## src/rtl/lvl_trg_pkg.sv

```systemverilog
// lvl_trg_pkg: detector state encoding and edge-select constants for lvl_trg
package lvl_trg_pkg;
  typedef enum logic [1:0] {DISARMED, ARMED, HOLDOFF} state_t;
  localparam logic EDG_POS = 1'b0;
  localparam logic EDG_NEG = 1'b1;
endpackage

```

## src/rtl/lvl_trg_if.sv

```systemverilog
// axi4_stream_if: DN-lane AXI4-Stream bundle with master/slave views
interface axi4_stream_if #(
  parameter int  DN = 1,
  parameter type DT = logic signed [13:0]
);
  DT [DN-1:0] TDATA;
  logic TLAST;
  logic TVALID;
  logic TREADY;
  modport master (output TDATA, TLAST, TVALID, input TREADY);
  modport slave (input TDATA, TLAST, TVALID, output TREADY);
endinterface

```

## src/rtl/lvl_trg_reg.sv

```systemverilog
// axi4_stream_reg: one-stage AXI4-Stream register slice, 1-cycle latency, full throughput
module axi4_stream_reg #(
  parameter int  DN = 1,
  parameter type DT = logic signed [13:0]
) (
  input  logic           clk,
  input  logic           rstn,
  axi4_stream_if.slave   sti,
  axi4_stream_if.master  sto
);
  assign sti.TREADY = ~sto.TVALID | sto.TREADY;
  always_ff @(posedge clk or negedge rstn)
    if (!rstn) begin
      sto.TVALID <= 1'b0;
      sto.TDATA  <= '0;
      sto.TLAST  <= 1'b0;
    end else if (sti.TVALID && sti.TREADY) begin
      sto.TVALID <= 1'b1;
      sto.TDATA  <= sti.TDATA;
      sto.TLAST  <= sti.TLAST;
    end else if (sto.TREADY) begin
      sto.TVALID <= 1'b0;
    end
endmodule

```

## src/rtl/lvl_trg.sv

```systemverilog
// lvl_trg: hysteresis level/edge trigger on a registered sample stream; trg marks the
// cycle the firing sample first shows up on sto.
module lvl_trg
  import lvl_trg_pkg::*;
#(
  parameter int  DN = 1,
  parameter type DT = logic signed [13:0],
  parameter int  CW = 32
) (
  input  logic           clk,
  input  logic           rstn,
  input  logic           ctl_rst,
  input  logic           cfg_edg,
  input  DT              cfg_pos,
  input  DT              cfg_neg,
  input  logic [CW-1:0]  cfg_hld,
  output logic           sts_arm,
  output logic [CW-1:0]  sts_cnt,
  output logic           trg,
  axi4_stream_if.slave   sti,
  axi4_stream_if.master  sto
);
  if (DN != 1) begin : g_dn_chk
    $error("lvl_trg supports DN=1 only");
  end
  state_t        state;
  logic [CW-1:0] hld;
  logic          xfer, arm_c, fire_c;
  DT             s;
  axi4_stream_reg #(.DN(DN), .DT(DT)) u_reg (.clk(clk), .rstn(rstn), .sti(sti), .sto(sto));
  assign xfer    = sti.TVALID & sti.TREADY;
  assign s       = sti.TDATA[0];
  assign sts_arm = state == ARMED;
  always_comb begin
    arm_c  = cfg_edg == EDG_POS ? s <= cfg_neg : s >= cfg_pos;
    fire_c = cfg_edg == EDG_POS ? s >= cfg_pos : s <= cfg_neg;
  end
  // firing registers trg alongside the slice load, so both appear in the same cycle
  always_ff @(posedge clk or negedge rstn)
    if (!rstn) begin
      state   <= DISARMED;
      hld     <= '0;
      trg     <= 1'b0;
      sts_cnt <= '0;
    end else begin
      trg <= 1'b0;
      if (ctl_rst) begin
        state <= DISARMED;
        hld   <= '0;
      end else begin
        case (state)
          DISARMED: if (xfer && arm_c) state <= ARMED;
          ARMED: if (xfer && fire_c) begin
            state   <= HOLDOFF;
            hld     <= cfg_hld;
            trg     <= 1'b1;
            sts_cnt <= sts_cnt + 1'b1;
          end
          HOLDOFF: if (hld == '0) state <= DISARMED; else hld <= hld - 1'b1;
          default: state <= DISARMED;
        endcase
      end
    end
endmodule

```

## src/flat_wrapper.sv

```systemverilog
// flat-port wrapper written by rule: the top's interface ports become plain ports
module lvl_trg_flat import lvl_trg_pkg::*;
#(
  parameter int  DN = 1,
  parameter type DT = logic signed [13:0],
  parameter int  CW = 32
)
  (clk, rstn, ctl_rst, cfg_edg, cfg_pos, cfg_neg, cfg_hld, sts_arm, sts_cnt, trg, sti_TDATA, sti_TLAST, sti_TVALID, sti_TREADY, sto_TDATA, sto_TLAST, sto_TVALID, sto_TREADY);
  axi4_stream_if #(.DN(DN), .DT(DT)) sti_i ();
  axi4_stream_if #(.DN(DN), .DT(DT)) sto_i ();
  input  logic clk;
  input  logic rstn;
  input  logic ctl_rst;
  input  logic cfg_edg;
  input  DT cfg_pos;
  input  DT cfg_neg;
  input  logic [CW-1:0] cfg_hld;
  output logic sts_arm;
  output logic [CW-1:0] sts_cnt;
  output logic trg;
  input wire logic [$bits(sti_i.TDATA)-1:0] sti_TDATA;
  input wire logic [$bits(sti_i.TLAST)-1:0] sti_TLAST;
  input wire logic [$bits(sti_i.TVALID)-1:0] sti_TVALID;
  output wire logic [$bits(sti_i.TREADY)-1:0] sti_TREADY;
  output wire logic [$bits(sto_i.TDATA)-1:0] sto_TDATA;
  output wire logic [$bits(sto_i.TLAST)-1:0] sto_TLAST;
  output wire logic [$bits(sto_i.TVALID)-1:0] sto_TVALID;
  input wire logic [$bits(sto_i.TREADY)-1:0] sto_TREADY;
  assign sti_i.TDATA = sti_TDATA;
  assign sti_i.TLAST = sti_TLAST;
  assign sti_i.TVALID = sti_TVALID;
  assign sti_TREADY = sti_i.TREADY;
  assign sto_TDATA = sto_i.TDATA;
  assign sto_TLAST = sto_i.TLAST;
  assign sto_TVALID = sto_i.TVALID;
  assign sto_i.TREADY = sto_TREADY;
  lvl_trg #(.DN(DN), .DT(DT), .CW(CW)) u_core (.clk(clk), .rstn(rstn), .ctl_rst(ctl_rst), .cfg_edg(cfg_edg), .cfg_pos(cfg_pos), .cfg_neg(cfg_neg), .cfg_hld(cfg_hld), .sts_arm(sts_arm), .sts_cnt(sts_cnt), .trg(trg), .sti(sti_i), .sto(sto_i));
endmodule
```

## config.mk

```make
export PLATFORM = sky130hd
export DESIGN_NAME = lvl_trg_flat
export DESIGN_NICKNAME = d
export VERILOG_FILES = /design/src/rtl/lvl_trg_pkg.sv /design/src/rtl/lvl_trg_if.sv /design/src/rtl/lvl_trg_reg.sv /design/src/rtl/lvl_trg.sv /design/src/flat_wrapper.sv
export SDC_FILE = /design/constraint.sdc
export NUM_CORES = 1
export LEC_CHECK = 0
export CORE_UTILIZATION = 30
export CTS_BUF_LIST = sky130_fd_sc_hd__clkbuf_16
export CTS_CLUSTER_DIAMETER = 30
export DETAILED_ROUTE_END_ITERATION = 10
export MAX_ROUTING_LAYER = met4
export PLACE_DENSITY = 0.6
export SYNTH_ARGS = -nofsm -noshare
export SYNTH_HDL_FRONTEND = slang
export SYNTH_SLANG_ARGS = --single-unit
```

## constraint.sdc

```tcl
create_clock -name clk -period 3.7 [get_ports clk]
set_input_delay 0.74 -clock clk [delete_from_list [all_inputs] [get_ports clk]]
set_output_delay 0.74 -clock clk [all_outputs]
set_load 0.02 [all_outputs]
```

# Word level (Yosys, flattened, before mapping)
# Index checks and enable logic that the tools add are counted.
# word_totals
inputBits,81
wordCells,47
reg_bits,83
out_inout_bits,51
# classes
add_sub_neg,2
mux,16
bitwise,4
order_cmp,2
n_reduce_logical,10
eq_ne,6
# op_table
op,count
$mux W32,3
$pmux W32 S2,1
$add A32 B1 Y32 const B,1
$logic_not A32 Y1,1
$sub A32 B1 Y32 const B,1
$ge A14 B14 Y1,1
$le A14 B14 Y1,1
$ne A3 B2 Y1 const B,3
$reduce_and A3 Y1,3
$mux W2,4
$mux W1,7
$pmux W2 S3,1
$logic_and A1 B1 Y1,3
$ne A3 B3 Y1 const B,1
$reduce_bool A3 Y1,1
$eq A2 B1 Y1 const B,1
$eq A2 B2 Y1 const B,1
$logic_not A2 Y1,1
$not A1 Y1,2
$reduce_bool A2 Y1,1
$and A1 B1 Y1,1
$or A1 B1 Y1,1

# Longest topological paths before layout
# Gate-level depths: netlist (run 1).
# logic_depth
ltp_word,7
ltp_mapped,12
mapped_depth_nobuf,10

# By module
# From an unflattened synthesis (run 1), not the netlist that was laid out.
# unflattened
cells_unflattened,572
area_unflattened_um2,5233.8
# by_module_without_submodules
module,area_each_um2,cells_each,instances
lvl_trg,4574.4,537,1
axi4_stream_reg,659.4,35,1

# Least setup slack after synthesis (run 1)
# Ideal clock, no wire load.
# synth_timing
path_type,input port to flip-flop
from,input port cfg_neg[13] (netlist bit)
to,register u_core.sts_cnt[10]
arrival_ps,2923
setup_time_ps,129
cell_stages,10
slack_ps,648
path_cell_list,inv_1 > ha_1 > nand4_1 > nor2_1 > a311oi_1 > or2_2 > a41oi_1 > nand4_1 > or4_1 > xnor2_1
# synth_via
elab_chain_cells,4
# synth_lines
item,line_no,rtl
start: declaration,flat_wrapper.sv:16,input DT cfg_neg;
$le A14 B14 Y1 (not written as such),lvl_trg.sv:36,fire_c = cfg_edg == EDG_POS ? s >= cfg_pos : s <= cfg_neg;
$mux W1,lvl_trg.sv:36,
$logic_and A1 B1 Y1,lvl_trg.sv:53,ARMED: if (xfer && fire_c) begin
$reduce_and A3 Y1 (no line),--,
end signal: assignment,lvl_trg.sv:57,sts_cnt <= sts_cnt + 1'b1;
end: declaration,lvl_trg.sv:18,"output logic [CW-1:0] sts_cnt,"
# No other way between the ends.
# A chain may end at the register's enable or synchronous reset.

# Final worst setup path (run 1)
# layout_timing
from,register u_core.hld[0]
to,register u_core.hld[0]
# layout_via
elab_chain_cells,4
word_cells_on_any_way,7
classes_between,add/sub: 1; eq/ne: 1; mux: 3; reduce/logical: 2
# layout_lines
item,line_no,rtl
start: declaration,lvl_trg.sv:27,logic [CW-1:0] hld;
start signal: assignment,lvl_trg.sv:55,hld <= cfg_hld;
$sub A32 B1 Y32,lvl_trg.sv:59,HOLDOFF: if (hld == '0) state <= DISARMED; else hld <= hld - 1'b1;
$mux W32,lvl_trg.sv:59,
$pmux W32 S2,lvl_trg.sv:51,case (state)
$mux W32,lvl_trg.sv:47,if (ctl_rst) begin
# Several ways; a longest one is shown, not always the timed one. The select of a mux whose other input is x is not followed.

==> flow_summary.ini, run 1 <==
[timing]
clock_skew_ns = 0.00733
finalMaxSlewViolations = 0
worst_slew_pin_slew_ns = 1.14
hold_viol_final = 0
min_period_over_period_pct = 91.1
setup-tns-final_ns = 0
slew_headroom_pct = 24.0
finalCriticalPeriod_ns = 3.37
setup_viol = 0
timing.fmax_ghz = 0.297
rsz0062_at_grt = false

[worst_setup_path]
rrSetupSlack_ns = 0.33
worstReg2RegStart = u_core.hld[0]$_DFFE_PN0P_
timing.rr.end = u_core.hld[0]$_DFFE_PN0P_
crit_required_ns = 3.96
crit_chain = inv_1 -> ha_1 -> or4b_4 -> or2_1 -> or2_1 -> or3_1 -> o31ai_4 -> o311a_4 -> a31oi_1 -> o22ai_1
worstPathMaxFanout = 31
criticalPathCategory = reg -> reg
path_common_cell = or2_1
cp-startpoint = u_core.hld[0]$_DFFE_PN0P_
endpoint = u_core.hld[0]$_DFFE_PN0P_
slowest_delay_ns = 0.48
cpMaxStageDelayCell = or4b_4
r2r.worst_path.cells = 10
end_kind = flop
arrival_ns = 3.63
start_kind = flop

[clock_network]
insertion_delay_ns = 0.34
h-tree-depth = 3
cts_tree = built
cts_sinks = 83
clockBufferDepth = 2
clkTransAtPathRegs_ns = 0.06
hold_buffers = 0
cts_root_buf = clkbuf_16
numCtsBuffers = 9

[global_routing]
grt_usage_pct = 17.3
grt_max_degree = 63
grt_pass1_wl_mm = 22.3
grt_pass1_vias = 4499
grt.overflow.total = 0
antenna_found_initial = 0

[power]
p_per_area_nw_per_um2 = 378
p_leak_nw = 3.10
vdd_ir_drop_max_mv = 0.209

[placed_design]
io_buffers = 131
place_congestion = 0.836
dp_hpwl_mm = 10.2

[hold_path]
hp-class = in -> async

[detailed_routing]
routedWlPerCell_um = 15.1
dr.pass1.iters = 4
drt_iter0_drc = 235
drcViolationCount = 0
num_vias = 4621
totalWireLength_mm = 13.9
via_per_inst = 5.04
postRouteAntennaNets = 0

[final_layout]
drive_above_1_share_pct = 7.99
fill_cells = 1579
finish.utilization_pct = 43.1
area.growth.synth_to_final_pct = 39.2
antenna_cells = 0
nets = 807

[floorplanning]
num_io_pins = 132
start_util_pct = 31.0
row_count = 46
die_w_um = 131
die_h_um = 131
core_um2 = 16000
dieArea_um2 = 17000

[synthesis]
synth_top_area_share_pct = 41.9
synth.largest_area_cell = dfrtp_1
synthArstFlopShare_pct = 100
synth_area_leaders = dfrtp_1 (42%), ha_1 (7.6%), o21ai_0 (5.6%)
syn_nets = 670
synth_cells = 559
synthFlopType = dfrtp_1
synth_edf_count = 0
syn_avg_cell_area_um2 = 8.86
ys_types = 51
synth_warnings = 0
ys_ff_latch = 83
syn_area_um2 = 4950
yosysSeqAreaShare_pct = 41.9

[run]
cap_violations = 0

[outcome]
status = completed
## state kept, by name, summed over array words and instances (netlist names)
signal                   count
u_core.hld                  32
u_core.state                 2
u_core.sts_cnt              32
u_core.trg                   1
u_core.u_reg.sto.TDATA      14
u_core.u_reg.sto.TLAST       1
u_core.u_reg.sto.TVALID      1
## where the power goes
group	switching (mW)	internal, mW
clock	0.380	0.659
combinational	0.308	0.277
sequential	0.0342	0.952
## per-layer routing
metal | part of all wire, % | track usage, % | routed length, µm | vias to the layer above
met5 | 0 | - | 0 | -
met4 | 1.2 | 5.21 | 165 | 0
met3 | 6.3 | 3.83 | 875 | 16
met2 | 45 | 26.5 | 6320 | 144
met1 | 47 | 22.8 | 6520 | 2195
li1 | - | - | - | 2266
## per-stage QoR
step	setup slack (ns)	hold WS (ns)	cells	total power, mW	area, µm²
after CTS	0.174	0.482	917	2.64	6890
after global routing	0.146	0.514	917	2.74	6900
after floorplan	0.648	0.444	559	1.31	4950
after detailed placement	-0.0287	0.475	901	1.59	6550
after global placement	0.0216	0.466	901	1.58	6550
final	0.328	0.449	917	2.61	6900
## critical path: cells and delay by family (launching register included)
kind,cells,cell delay [ns]
DFF,1,0.39
buffers and inverters,1,0.11
and+or+nand+nor,4,1.49
AOI/OAI and AO/OA,4,1.09
adders and majority gates,1,0.21
## how the worst min path moves through the flow
stage / to / slack (ns) / cells past startpoint
after floorplan: u_core.hld[0]$_DFFE_PN0P_ / 0.44 / 0
after global placement: u_core.u_reg.sto.TDATA[0]$_DFFE_PN0P_ / 0.47 / 2
after detailed placement: u_core.u_reg.sto.TDATA[0]$_DFFE_PN0P_ / 0.48 / 2
after CTS: u_core.hld[18]$_DFFE_PN0P_ / 0.48 / 1
after global routing: u_core.hld[13]$_DFFE_PN0P_ / 0.51 / 1
final: u_core.hld[18]$_DFFE_PN0P_ / 0.45 / 1
## cell families after synthesis
| kind of cell | share of synthesized area [%] |
|---|---|
| flops | 41.9 |
| fa+ha+maj | 7.58 |
| mux | 3.41 |
| compound gates | 15.0 |
| simple gates | 21.2 |
| buf+inv | 5.40 |
| xor+xnor | 5.48 |
## what timing repair did
action                     CTS  global route
setup endpoints to repair    0            12
setup buffers                0             0
gates resized for setup      0             1
## layout by cell type (no fill, tap or decap), types with 3 or more instances in the layout
cell	synthesis	layout
a21oi_1	49	49
and3_1	16	16
and4_1	4	4
buf_4	0	17
bufinv_16	0	3
clkbuf_16	0	9
clkdlybuf4s50_1	0	130
clkinv_2	0	3
dfrtp_1	83	83
ha_1	30	30
inv_1	43	43
mux2_2	15	15
nand2_1	20	20
nand2b_1	7	6
nand3_1	20	20
nand4_1	15	15
nor2_1	62	62
nor3_1	26	26
nor4_1	13	13
o21ai_0	55	55
o21ai_1	4	4
or2_2	3	3
or3_1	5	5
or4_1	3	3
xnor2_1	24	24
xor2_1	7	7
## area by class of cell
type,count,area [µm²],share of cell area (%)
multi-input cells,412,2620,38.0
flip-flops and latches,83,2080,30.1
repair buffers,147,1430,20.7
well taps,216,270,3.92
clock buffers,9,225,3.26
inverters,43,161,2.34
clock inverters,7,114,1.65
## cells in the mapped netlist (all sizes together), types with 3 or more instances
cell type / n
nand3: 20
nand2: 20
and3: 16
nand4: 15
nor3: 26
clkbuf: 14
o21ai: 59
nand2b: 7
buf: 7
dfrtp: 83
mux2: 15
or3: 5
xnor2: 24
or2: 5
a21oi: 50
and4: 4
o31ai: 3
nor4: 13
or4: 3
inv: 43
nor2: 62
ha: 30
xor2: 7
Note: power is estimated with default switching activity, not from simulation.
==> run 2: changes to the inputs <==
Settings changed: CORE_UTILIZATION 30 to 40, PLACE_DENSITY 0.6 to 0.73, SLEW_MARGIN from default to 5, SYNTH_HIERARCHICAL from default to 1.
==> run 2 against run 1 <==
  * Sequential power is essentially flat
  * Cell area grew 2.0%
  * Flip-flop and latch count is the same
  * Non-clock buffer count shrank 4
  * Via count grew 2.4%
  * Critical path type is now in -> reg
  * Highest routed layer unchanged
==> flow_summary.ini, run 2 <==
[final_layout]
final_cell_mix = clkdlybuf4s50_1 (130), dfrtp_1 (83), nor2_1 (69)
final_common_cell = clkdlybuf4s50_1
reg_top3 = u_core/hld (32), u_core/sts_cnt (32), u_core/u_reg/sto.TDATA (14)
fin_area_um2 = 7030
fill_cells = 1151
antenna_cells = 0
nets = 809
drive_above_1_share_pct = 9.67
area.growth.synth_to_final_pct = 34.4
multi_input_area_um2 = 2860
register_area_um2 = 2080

[clock_network]
cts_tree = built
postCtsResizedCells = 0
cts_root_buf = clkbuf_16
post-cts-setup-buffer-count = 0
cts_sinks = 83
insertion_delay_ns = 0.35
numCtsBuffers = 9
h-tree-depth = 3
clockBufferDepth = 2
clkTransAtPathRegs_ns = 0.07
hold_buffers = 0

[worst_setup_path]
start_kind = input pin
arrival_ns = 3.41
end_kind = flop
worstPathMaxFanout = 8
criticalPathCategory = in -> reg
crit_required_ns = 3.98

[detailed_routing]
via_per_inst = 5.41
routedWlPerCell_um = 15.9
drcViolationCount = 0
dr.pass1.iters = 5
postRouteAntennaNets = 0
drt_iter0_drc = 323
num_vias = 4734
totalWireLength_mm = 13.9

[timing]
clock_skew_ns = 0.00960
min_period_over_period_pct = 84.7
timing.fmax_ghz = 0.319
setup-tns-final_ns = 0
finalMaxSlewViolations = 0
rsz0062_at_grt = false
worst_slew_pin_slew_ns = 0.762
hold_viol_final = 0
finalCriticalPeriod_ns = 3.13
setup_viol = 0
slew_headroom_pct = 48.8

[global_routing]
grtUsageMet1_pct = 27.7
antenna_found_initial = 0
grt_pass1_wl_mm = 22.9
grt.overflow.total = 0
top_usage_layer = met2
grt_max_degree = 61
grt_pass1_vias = 4715
grt_use_met2_pct = 35.8
grt_usage_pct = 22.3
grt_util_met3_pct = 4.98

[synthesis]
syn_avg_cell_area_um2 = 9.15
yosysSeqAreaShare_pct = 39.7
synth_mux_area_share_pct = 4.16
synth_commonest_cells = dfrtp_1 (83), nor2_1 (69), inv_1 (42), a21oi_1 (38), nor3_1 (38)
synth_area_leaders = dfrtp_1 (40%), ha_1 (7.2%), nor2_1 (4.9%)
synth_simple_gate_area_share_pct = 21.5
synthFlopType = dfrtp_1
synthArstFlopShare_pct = 100
synth_cells = 572
synthXorXnorAreaFrac_pct = 5.19
synth_top_family_by_area = simple AND/OR/NAND/NOR gates
synth_top_area_share_pct = 39.7
syn_nets = 683
synth_compound_area_share_pct = 16.6
synth_edf_count = 0
ys_ff_latch = 83
synth.most_common_cell = dfrtp_1
ys_types = 69
synthAdderAreaFrac_pct = 7.17
synth.largest_area_cell = dfrtp_1
syn_area_um2 = 5230
synth_warnings = 6

[floorplanning]
dieArea_um2 = 13500
num_io_pins = 132
start_util_pct = 41.3
die_h_um = 116
core_um2 = 12700
row_count = 41
die_w_um = 116

[placed_design]
place_congestion = 0.850
dp_hpwl_mm = 9.95
io_buffers = 131
place_area_um2 = 6730

[power]
vdd_ir_drop_max_mv = 0.239
p_leak_nw = 3.28
p_per_area_nw_per_um2 = 375

[run]
cap_violations = 0

[outcome]
status = completed

[hold_path]
hp-class = in -> async
-- run 2: layer usage --
layer  vias up  routed length [µm]
li1       2312                   -
met1      2267                6280
met2       139                6650
met3        16                 824
met4         0                 136
met5         -                   0
-- run 2: critical path, cell delays in order --
cell and delay [ns]:
clkdlybuf4s50_1 0.49, ha_1 0.36, nand4_1 0.16, o211ai_1 0.11, a211o_1 0.31, o211ai_2 0.29
nand4_1 0.40, nor4_1 0.37, xor2_1 0.17
-- run 2: cells by family after synthesis --
group,Yosys count
adder cells (fa/ha/maj),30
multiplexers,16
buffers and inverters,70
flip-flops,83
XOR/XNOR,31
AND/OR/NAND/NOR,207
AO/OA/AOI/OAI,135
-- run 2: path summary, 6_finish.rpt --
kind | slack, ns | depth (start not counted) | startpoint | endpoint
worst max-delay path | 0.57 | 9 | sti_TDATA[13] | u_core/sts_cnt[16]$_DFFE_PN0P_
worst max register to register | 0.73 | 10 | u_core/hld[0]$_DFFE_PN0P_ | u_core/hld[26]$_DFFE_PN0P_
min in group clk | 0.47 | 1 | u_core/sts_cnt[31]$_DFFE_PN0P_ | u_core/sts_cnt[31]$_DFFE_PN0P_
worst min-delay path | 0.34 | 1 | rstn | u_core/hld[4]$_DFFE_PN0P_
max in group asynchronous | 2.59 | 2 | rstn | u_core/sts_cnt[21]$_DFFE_PN0P_
worst min register to register | 0.47 | 1 | u_core/sts_cnt[31]$_DFFE_PN0P_ | u_core/sts_cnt[31]$_DFFE_PN0P_
-- run 2: through the flow --
stage	setup slack [ns]	instances	hold slack [ns]	power, mW	util [%]
after global placement	0.309	859	0.456	1.71	53.1
final	0.567	875	0.343	2.64	55.5
after floorplan	0.847	572	0.444	1.43	-
after detailed placement	0.179	859	0.456	1.72	53.1
after CTS	0.570	875	0.356	2.66	55.5
after global routing	0.366	875	0.372	2.76	55.5
-- run 2: layout make-up --
| class | instances | area share [%] |
|---|---|---|
| Multi-Input combinational cell | 419 | 40.7 |
| Timing Repair Buffer | 143 | 20.2 |
| Inverter | 42 | 2.24 |
| Clock buffer | 9 | 3.20 |
| Tap cell | 172 | 3.06 |
| Clock inverter | 7 | 1.07 |
| Sequential cell | 83 | 29.5 |
-- run 2: power breakdown --
group | total, mW | internal (mW) | leakage (nW) | switching, mW
sequential | 1.00 | 0.956 | 1.08 | 0.0441
combinational | 0.712 | 0.331 | 2.05 | 0.381
clock | 0.925 | 0.528 | 0.144 | 0.397
